$ cat config.mk
export PLATFORM = sky130hd
export DESIGN_NAME = decoded_event_arbiter
export DESIGN_NICKNAME = d
export VERILOG_FILES = /design/src/rtl/decoded_event_arbiter.sv
export SDC_FILE = /design/constraint.sdc
export NUM_CORES = 1
export LEC_CHECK = 0
export ABC_AREA = 1
export CORE_UTILIZATION = 49
export CTS_BUF_LIST = sky130_fd_sc_hd__clkbuf_4 sky130_fd_sc_hd__clkbuf_8 sky130_fd_sc_hd__clkbuf_16
export DETAILED_ROUTE_END_ITERATION = 10
export PLACE_DENSITY = 0.82
export REMOVE_ABC_BUFFERS = 1
export SYNTH_ARGS = -nofsm -noshare
export SYNTH_HDL_FRONTEND = slang
export SYNTH_SLANG_ARGS = --single-unit
$ cat constraint.sdc
create_clock -name clk -period 6.2 [get_ports clk]
set_input_delay 0.93 -clock clk [delete_from_list [all_inputs] [get_ports clk]]
set_output_delay 0.93 -clock clk [all_outputs]
set_load 0.005 [all_outputs]
$ cat src/rtl/decoded_event_arbiter.sv
// Captures decoded one-hot events into pending flags and offers them downstream
// one at a time as binary indices, chosen round-robin, over a valid/ready handshake.
module decoded_event_arbiter #(
  parameter int unsigned N_LINES = 16
) (
  input  logic               clk,
  input  logic               rst,
  input  logic [N_LINES-1:0] dec_in,
  input  logic               dec_valid,
  output logic               evt_valid,
  input  logic               evt_ready,
  output logic [3:0]         evt_idx,
  output logic [N_LINES-1:0] pending,
  output logic               onehot_err,
  output logic [7:0]         drop_cnt
);

  typedef enum logic {IDLE, OFFER} state_t;

  state_t             state, state_nx;
  logic [3:0]         last_grant;
  logic [3:0]         sel_idx;
  logic [3:0]         cand;
  logic               sel_found;
  logic               load;
  logic [N_LINES-1:0] clr_mask;
  logic [N_LINES-1:0] cap_mask;
  logic [N_LINES-1:0] pending_nx;
  logic               drop;
  logic               multi_hot;
  logic               bad_vec;

  // Round-robin search over registered pending, starting just after last_grant.
  always_comb begin
    sel_found = 1'b0;
    sel_idx   = '0;
    cand      = '0;
    for (int unsigned i = 1; i <= N_LINES; i++) begin
      cand = 4'((32'(last_grant) + i) % N_LINES);
      if (!sel_found && pending[cand]) begin
        sel_found = 1'b1;
        sel_idx   = cand;
      end
    end
  end

  always_ff @(posedge clk) begin
    if (rst) state <= IDLE;
    else     state <= state_nx;
  end

  always_comb begin
    state_nx = state;
    load     = 1'b0;
    case (state)
      IDLE: begin
        if (sel_found) begin
          load     = 1'b1;
          state_nx = OFFER;
        end
      end
      OFFER: begin
        if (evt_ready) begin
          if (sel_found) load = 1'b1;
          else           state_nx = IDLE;
        end
      end
      default: state_nx = IDLE;
    endcase
  end

  always_comb begin
    evt_valid = (state == OFFER);
  end

  // A line cleared by this cycle's load and recaptured in the same cycle stays set
  // and is not a collision, so the clear mask is applied before the drop test.
  always_comb begin
    clr_mask = '0;
    if (load) clr_mask[sel_idx] = 1'b1;
    cap_mask   = dec_valid ? dec_in : '0;
    pending_nx = (pending & ~clr_mask) | cap_mask;
    drop       = |(cap_mask & pending & ~clr_mask);
    multi_hot  = |(dec_in & (dec_in - {{(N_LINES-1){1'b0}}, 1'b1}));
    bad_vec    = dec_valid && ((dec_in == '0) || multi_hot);
  end

  always_ff @(posedge clk) begin
    if (rst) begin
      pending    <= '0;
      evt_idx    <= '0;
      last_grant <= 4'(N_LINES - 1);
      onehot_err <= 1'b0;
      drop_cnt   <= '0;
    end else begin
      pending <= pending_nx;
      if (load) begin
        evt_idx    <= sel_idx;
        last_grant <= sel_idx;
      end
      if (bad_vec) onehot_err <= 1'b1;
      if (drop && (drop_cnt != 8'hFF)) drop_cnt <= drop_cnt + 8'd1;
    end
  end

endmodule

==> flow_summary.json, run 1 <==
{
  "cts_root_buf": "clkbuf_8",
  "synth.avg_cell_area_sq_um": 5.59,
  "cts_resized": 0,
  "dp_hpwl_mm": 9.08,
  "slew_headroom_pct": 30.8,
  "diodes": 0,
  "clockBufferDepth": 2,
  "end_kind": "flip-flop",
  "htree_levels": 2,
  "first_pass_iters": 5,
  "grt_pass1_wl_mm": 19.1,
  "areaGrowthSynthToFinish_pct": 18.4,
  "fmax_ghz": 0.190,
  "routed_wl_mm": 11.7,
  "setup_viol": 0,
  "dp_slack_ns": 1.08,
  "vias_per_cell": 5.58,
  "fin_skew_ns": 0.00464,
  "cp.required_ns": 6.39,
  "clkLatencyLatePin_ns": 0.30,
  "grt_start_max_net_pins": 27,
  "ys_top_cells_by_area": "nand2_1 (20%), dfxtp_1 (18%), nand3_1 (16%)",
  "antenna_found_initial": 0,
  "crit_top_cell": "nand2_1",
  "initialDrtViolationCount": 346,
  "syn_area_sq_um": 3700,
  "ys_warn_count": 0,
  "wl_per_cell_um": 14.4,
  "vias": 4505,
  "dp.cells": 800,
  "hold_viol": 0,
  "finalMaxSlewViolations": 0,
  "cts.sinks": 34,
  "start_kind": "flip-flop",
  "critPathArrivalTime_ns": 5.44,
  "coreArea_sq_um": 7290,
  "holdBufCountCts": 0,
  "place_congestion": 0.964,
  "critPathMaxStageDelay_ns": 0.50,
  "final_cells": 808,
  "drv_cap": 0,
  "stdcell_area_sq_um": 4380,
  "clk_pin_slew_ns": 0.08,
  "numPortBuffers": 49,
  "cts_tree": "done",
  "track_usage_pct": 31.4,
  "setup_tns_ns": 0,
  "cts_buffers": 5,
  "synth_seq_cells": 34,
  "grt_pass1_vias": 4161,
  "post-cts-setup-buffers": 0,
  "critPathSlowestCell": "ha_1",
  "synth.distinct_cells": 39,
  "overflow": 0,
  "synth.top_cell.area_share_pct": 20.2,
  "hold_path_class": "reg2reg",
  "synthCells": 662,
  "die_area_sq_um": 7910,
  "ant_nets": 0,
  "yosysTopAreaCell": "nand2_1",
  "die_h_um": 88.9,
  "die_w_um": 88.9,
  "dpl-instance-area_sq_um": 4270,
  "final_cell_mix": "nand2_1 (199), nand3_1 (116), nor2_1 (74)",
  "initial_core_util_pct": 50.8,
  "final_common_cell": "nand2_1",
  "rows": 31,
  "rsz0062_at_grt": "false",
  "path_class": "reg2reg",
  "cp_max_fo": 23,
  "worst_slack_ns": 0.948,
  "finalCritPeriodShare_pct": 84.7,
  "worst-slew-pin-transition_ns": 1.03,
  "layout_min_cycle_time_ns": 5.25,
  "drcViolationCount": 0,
  "nets": 737,
  "ys_seq_area_share_pct": 18.4,
  "drive_above_1_share_pct": 6.35,
  "outcome": "finished clean",
  "io_pins": 50
}
metal layers:
metal	GRT usage, %	vias to the layer above	share of wire, %
met2	53.6	187	47
met3	3.60	44	5.4
met5	0	-	0
li1	-	2250	-
met4	20.2	0	5.4
met1	37.4	2024	42
flip-flops by register name, summed over array words and instances (netlist names):
| name | count |
|---|---|
| drop_cnt | 8 |
| last_grant | 4 |
| evt_valid | 1 |
| onehot_err | 1 |
| pending | 16 |
| evt_idx | 4 |
critical path: cells and delay by family (launching register included):
family | cells | cell delay [ns]
and+or+nand+nor | 25 | 3.19
buffers and inverters | 5 | 1.12
adders and majority gates | 1 | 0.50
DFF | 1 | 0.31
layout make-up:
type | instances | area (sq um)
multi-input combinational | 531 | 2630
timing repair buffer | 53 | 520
inverter | 83 | 312
sequential | 34 | 681
tap | 99 | 124
fill | 732 | 2910
clock buffer | 5 | 68.8
clock inverter | 3 | 45.0
path summary, 6_finish.rpt:
path                  from           to  slack (ns)  depth (start not counted)
min             onehot_err   onehot_err        0.46                          2
min reg2reg     onehot_err   onehot_err        0.46                          2
max reg2reg  last_grant[0]  drop_cnt[1]        0.95                         31
max          last_grant[0]  drop_cnt[1]        0.95                         31
through the flow:
step / hold slack [ns] / utilization [%]
after floorplan: 0.441 / -
after global placement: 0.440 / 58.6
after detailed placement: 0.449 / 58.6
after CTS: 0.463 / 60.1
after global routing: 0.488 / 60.1
final: 0.462 / 60.1
cell families after synthesis:
group / after synthesis / share of synthesized area [%]
adder cells (fa/ha/maj): 9 / 3.04
flip-flops: 34 / 18.4
buffers and inverters: 97 / 10.5
AO/OA/AOI/OAI: 71 / 10.8
AND/OR/NAND/NOR: 437 / 53.8
XOR/XNOR: 14 / 3.51
synthesized netlist by cell type:
library cell and instances:
nor2_8 1, nand2_2 9, o21ai_2 2, or2_2 1, nand3_1 116, buf_2 4
inv_2 6, nor2_4 4, o211ai_1 4, nor2_1 74, nand4_1 15, buf_4 3
nor3_2 1, a21oi_1 28, o21ai_0 25, o21a_1 4, dfxtp_1 34, o41ai_1 1
nand3_2 1, nand3b_1 2, inv_1 72, a21oi_2 1, nand4_4 3, xnor2_1 2
and2_1 1, buf_6 1, nor3_1 7, ha_1 9, buf_1 1, nand2_1 199
a211oi_1 1, o21ai_1 3, nand2_4 1, clkbuf_1 5, xor2_1 11, o2111ai_1 2
nor2_2 2, xnor2_2 1, clkinv_1 5
Power of run 1 is not shown: default switching activity piles up to over one toggle a cycle in this logic, so the estimate is an artifact.
==> run 2: changes to the inputs <==
--- a/config.mk
+++ b/config.mk
@@ -9,7 +9,7 @@
 export CORE_UTILIZATION = 49
 export CTS_BUF_LIST = sky130_fd_sc_hd__clkbuf_4 sky130_fd_sc_hd__clkbuf_8 sky130_fd_sc_hd__clkbuf_16
 export DETAILED_ROUTE_END_ITERATION = 10
-export PLACE_DENSITY = 0.82
+export PLACE_DENSITY = 0.85
 export REMOVE_ABC_BUFFERS = 1
 export SYNTH_ARGS = -nofsm -noshare
 export SYNTH_HDL_FRONTEND = slang
==> constraint.sdc (replaced) <==
create_clock -name clk -period 4.8 [get_ports clk]
set_input_delay 0.72 -clock clk [delete_from_list [all_inputs] [get_ports clk]]
set_output_delay 0.72 -clock clk [all_outputs]
set_load 0.005 [all_outputs]
==> flow_summary.json, run 2 (same netlist as run 1, synthesis figures left out) <==
{
  "top_register": "pending",
  "routed_wl_mm": 11.6,
  "first_pass_iters": 5,
  "setup_viol": 0,
  "nets": 745,
  "cp_max_fo": 9,
  "finalCritPeriodShare_pct": 90.2,
  "track_usage_pct": 30.9,
  "grt_start_max_net_pins": 27,
  "rows": 31,
  "cts_buffers": 5,
  "layout_min_cycle_time_ns": 4.33,
  "diodes": 0,
  "cp.required_ns": 4.93,
  "clkLatencyLatePin_ns": 0.29,
  "fmax_ghz": 0.231,
  "grt_pass1_vias": 4100,
  "final_common_cell": "nand2_1",
  "hold_path_class": "reg2reg",
  "coreArea_sq_um": 7290,
  "numPortBuffers": 49,
  "outcome": "finished clean",
  "drcViolationCount": 0,
  "dp_hpwl_mm": 9.30,
  "clockBufferDepth": 2,
  "vias": 4527,
  "end_kind": "flip-flop",
  "die_h_um": 88.9,
  "initial_core_util_pct": 50.8,
  "cts.sinks": 34,
  "place_congestion": 1.01,
  "fin_skew_ns": 0.00822,
  "start_kind": "flip-flop",
  "areaGrowthSynthToFinish_pct": 20.7,
  "holdBufCountCts": 0,
  "critPathArrivalTime_ns": 4.46,
  "die_w_um": 88.9,
  "htree_levels": 2,
  "seqCellArea_sq_um": 682,
  "ant_nets": 0,
  "multiInputGateArea_sq_um": 2670,
  "cts_root_buf": "clkbuf_8",
  "path_class": "reg2reg",
  "clk_pin_slew_ns": 0.08,
  "reg_top3": "pending (16), drop_cnt (8)",
  "slew_headroom_pct": 33.2,
  "die_area_sq_um": 7910,
  "worst-slew-pin-transition_ns": 0.998,
  "vias_per_cell": 5.55,
  "rsz0062_at_grt": "false",
  "antenna_found_initial": 0,
  "hold_viol": 0,
  "cts_tree": "done",
  "overflow": 0,
  "finalMaxSlewViolations": 0,
  "fill_cells": 692,
  "drv_cap": 0,
  "wl_per_cell_um": 14.2,
  "largest_reg_flops": 16,
  "io_pins": 50,
  "drive_above_1_share_pct": 8.51,
  "final_cell_mix": "nand2_1 (198), nand3_1 (116), nor2_1 (73)",
  "initialDrtViolationCount": 366,
  "setup_tns_ns": 0,
  "grt_pass1_wl_mm": 18.9
}
run 2: what timing repair did:
item / CTS / global route
setup endpoints to repair: 0 / 8
resized for setup: 0 / 11
buffers inserted: 0 / 1
run 2: per-stage QoR:
stage               setup slack (ns)  hold WS (ns)  utilization [%]  area (sq um)  std cells
floorplan                      0.437         0.441                -          3630        648
global placement               0.276         0.439             59.3          4320        807
detailed placement             0.144         0.462             59.3          4320        807
CTS                            0.113         0.474             60.6          4420        815
global route                 0.00299         0.495             61.3          4470        816
finish                         0.471         0.468             61.3          4470        816
run 2: final timing paths:
check                              startpoint          end  slack [ns]  cells after the start
worst max register to register  last_grant[2]  drop_cnt[3]        0.47                     26
worst min register to register     onehot_err   onehot_err        0.47                      2
worst max-delay path            last_grant[2]  drop_cnt[3]        0.47                     26
worst min-delay path               onehot_err   onehot_err        0.47                      2
run 2: per-layer routing:
metal / up-vias / GRT usage, % / share of wire (%)
met5: - / 0 / 0
met4: 0 / 12.6 / 2.7
met3: 24 / 2.68 / 7.2
met2: 197 / 56.1 / 49
met1: 2038 / 37.4 / 41
li1: 2268 / - / -
run 2: area by class of cell:
cell class | count | share of cell area (%)
Clock buffer | 6 | 1.85
Clock inverter | 2 | 0.280
Timing Repair Buffer | 61 | 13.0
Tap cell | 99 | 2.77
Multi-Input combinational cell | 531 | 59.7
Inverter | 83 | 7.14
Sequential cell | 34 | 15.3
run 2: critical path, cell delays in order, from the launching register on:
cell and delay (ns):
dfxtp_2 0.47, buf_4 0.20, ha_1 0.16, xor2_1 0.30
inv_1 0.17, nand2_1 0.11, nand2_2 0.14, nor2_8 0.16
nand4_4 0.13, nor2_4 0.19, nand4_4 0.13, nor2_4 0.19
nand4_4 0.13, nor2_4 0.16, nand3_1 0.11, nand3_1 0.14
nand2_1 0.09, nor2_1 0.13, nand2_2 0.13, o21ai_0 0.19
nand2_1 0.09, nor2_1 0.12, nand2_1 0.14, inv_1 0.08
nand2_1 0.13, nand3_1 0.10, a21oi_1 0.07
Power of run 2 is left out for the same reason.
==> run 3: changes to the inputs <==
--- a/config.mk
+++ b/config.mk
@@ -9,7 +9,8 @@
 export CORE_UTILIZATION = 49
 export CTS_BUF_LIST = sky130_fd_sc_hd__clkbuf_4 sky130_fd_sc_hd__clkbuf_8 sky130_fd_sc_hd__clkbuf_16
 export DETAILED_ROUTE_END_ITERATION = 10
-export PLACE_DENSITY = 0.85
+export DONT_BUFFER_PORTS = 1
+export PLACE_DENSITY = 0.76
 export REMOVE_ABC_BUFFERS = 1
 export SYNTH_ARGS = -nofsm -noshare
 export SYNTH_HDL_FRONTEND = slang
==> flow_summary.json, run 3 (same netlist as run 1, synthesis figures left out) <==
{
  "outcome": "finished clean",
  "place_congestion": 0.923,
  "min-delay-start": "onehot_err",
  "cts_tree": "done",
  "start_kind": "flip-flop",
  "overflow": 0,
  "largest_reg_flops": 16,
  "stdcell_area_sq_um": 3960,
  "rr_worst_depth": 30,
  "final_cell_mix": "nand2_1 (198), nand3_1 (116), nor2_1 (74)",
  "die_h_um": 88.9,
  "wl_per_cell_um": 14.5,
  "path_class": "reg2reg",
  "layout_min_cycle_time_ns": 4.41,
  "grt_pass1_vias": 3931,
  "finalCritPeriodShare_pct": 91.8,
  "cts.sinks": 34,
  "whs_ns": 0.464,
  "grt_start_max_net_pins": 27,
  "critPathCapture": "drop_cnt[6]",
  "top_register": "pending",
  "cts_resized": 0,
  "first_pass_iters": 6,
  "dp_hpwl_mm": 8.65,
  "vias_per_cell": 5.67,
  "track_usage_pct": 29.3,
  "drive_above_1_share_pct": 7.83,
  "post-cts-setup-buffers": 0,
  "io_pins": 50,
  "coreArea_sq_um": 7290,
  "die_w_um": 88.9,
  "hold_viol": 0,
  "numPortBuffers": 0,
  "initial_core_util_pct": 50.8,
  "critPathTopFamily": "simple AND/OR/NAND/NOR gates",
  "worst-slew-pin-transition_ns": 0.740,
  "routed_wl_mm": 11.0,
  "rsz0062_at_grt": "false",
  "critPathArrivalTime_ns": 4.61,
  "reg_top3": "pending (16), drop_cnt (8)",
  "nets": 692,
  "final_cells": 763,
  "critical_path.startpoint": "last_grant[1]",
  "setup_tns_ns": 0,
  "rows": 31,
  "drv_cap": 0,
  "htree_levels": 2,
  "regToRegStartpoint": "last_grant[1]",
  "crit_top_cell": "nand2_1",
  "timing.rr.end": "drop_cnt[6]",
  "cts_buffers": 5,
  "reg2reg_slack_ns": 0.39,
  "end_kind": "flip-flop",
  "clkLatencyLatePin_ns": 0.30,
  "vias": 4330,
  "finalMaxSlewViolations": 0,
  "die_area_sq_um": 7910,
  "cts_root_buf": "clkbuf_8",
  "cp.buffers_inverters": 5,
  "dp.cells": 755,
  "drcViolationCount": 0,
  "fmax_ghz": 0.227,
  "cp.required_ns": 5.00,
  "clockBufferDepth": 2,
  "hold_path_class": "reg2reg",
  "fin_skew_ns": 0.0120,
  "path_depth": 30,
  "setup_viol": 0,
  "grt_pass1_wl_mm": 17.9,
  "antenna_found_initial": 0,
  "slew_headroom_pct": 50.2,
  "final_common_cell": "nand2_1",
  "fill_cells": 756,
  "areaGrowthSynthToFinish_pct": 7.00,
  "critPathMaxStageDelay_ns": 0.42,
  "diodes": 0,
  "ant_nets": 0,
  "critPathSlowestCell": "ha_2",
  "holdBufCountCts": 0,
  "dpl-instance-area_sq_um": 3810,
  "cp_max_fo": 16,
  "clk_pin_slew_ns": 0.08,
  "initialDrtViolationCount": 344
}
run 3: changes by cell type in the layout (fill, tap and decap cells not counted), sizes merged:
| cell | previous run | this run |
|---|---|---|
| inv | 76 | 77 |
| buf | 12 | 8 |
| clkdlybuf4s50 | 49 | 0 |
| clkbuf | 6 | 5 |
| clkinvlp | 3 | 1 |
| bufinv | 0 | 2 |
run 3: per-layer routing:
layer,vias up,global-route usage [%],part of all wire [%]
met5,-,0,0
met4,0,13.2,3.1
met3,29,4.34,8.2
met2,210,52.5,48
met1,1937,34.6,41
li1,2154,-,-
run 3: layout make-up:
| cell class | count | area [sq um] | share of cell area, % |
|---|---|---|---|
| multi-input cells | 531 | 2640 | 66.7 |
| clock buffers | 5 | 68.8 | 1.74 |
| flip-flops and latches | 34 | 681 | 17.2 |
| inverters | 83 | 315 | 7.96 |
| well taps | 99 | 124 | 3.13 |
| clock inverters | 3 | 68.8 | 1.74 |
| repair buffers | 8 | 60.1 | 1.52 |
run 3: how the worst min path moves through the flow:
| stage | to | slack (ns) | cells after the start |
|---|---|---|---|
| 2_1_floorplan | onehot_err | 0.44 | 2 |
| 3_3_place_gp | onehot_err | 0.45 | 2 |
| 3_5_place_dp | onehot_err | 0.46 | 2 |
| 4_1_cts | onehot_err | 0.47 | 2 |
| 5_1_grt | drop_cnt[4] | 0.47 | 1 |
| 6_report | onehot_err | 0.46 | 2 |
run 3: per-stage QoR:
| step | worst slack, ns | util, % |
|---|---|---|
| global route | 0.0101 | 54.3 |
| floorplan | 0.437 | - |
| finish | 0.392 | 54.3 |
| global placement | 0.499 | 52.2 |
| detailed placement | 0.455 | 52.2 |
| CTS | 0.403 | 54.1 |
run 3: tightest hold or removal path, delay by kind of cell (launching register included):
| kind | cells | cell delay, ns |
|---|---|---|
| AO/OA/AOI/OAI | 1 | 0.05 |
| buffers and inverters | 1 | 0.05 |
| flip-flops | 1 | 0.32 |
Power of run 3 is left out for the same reason.
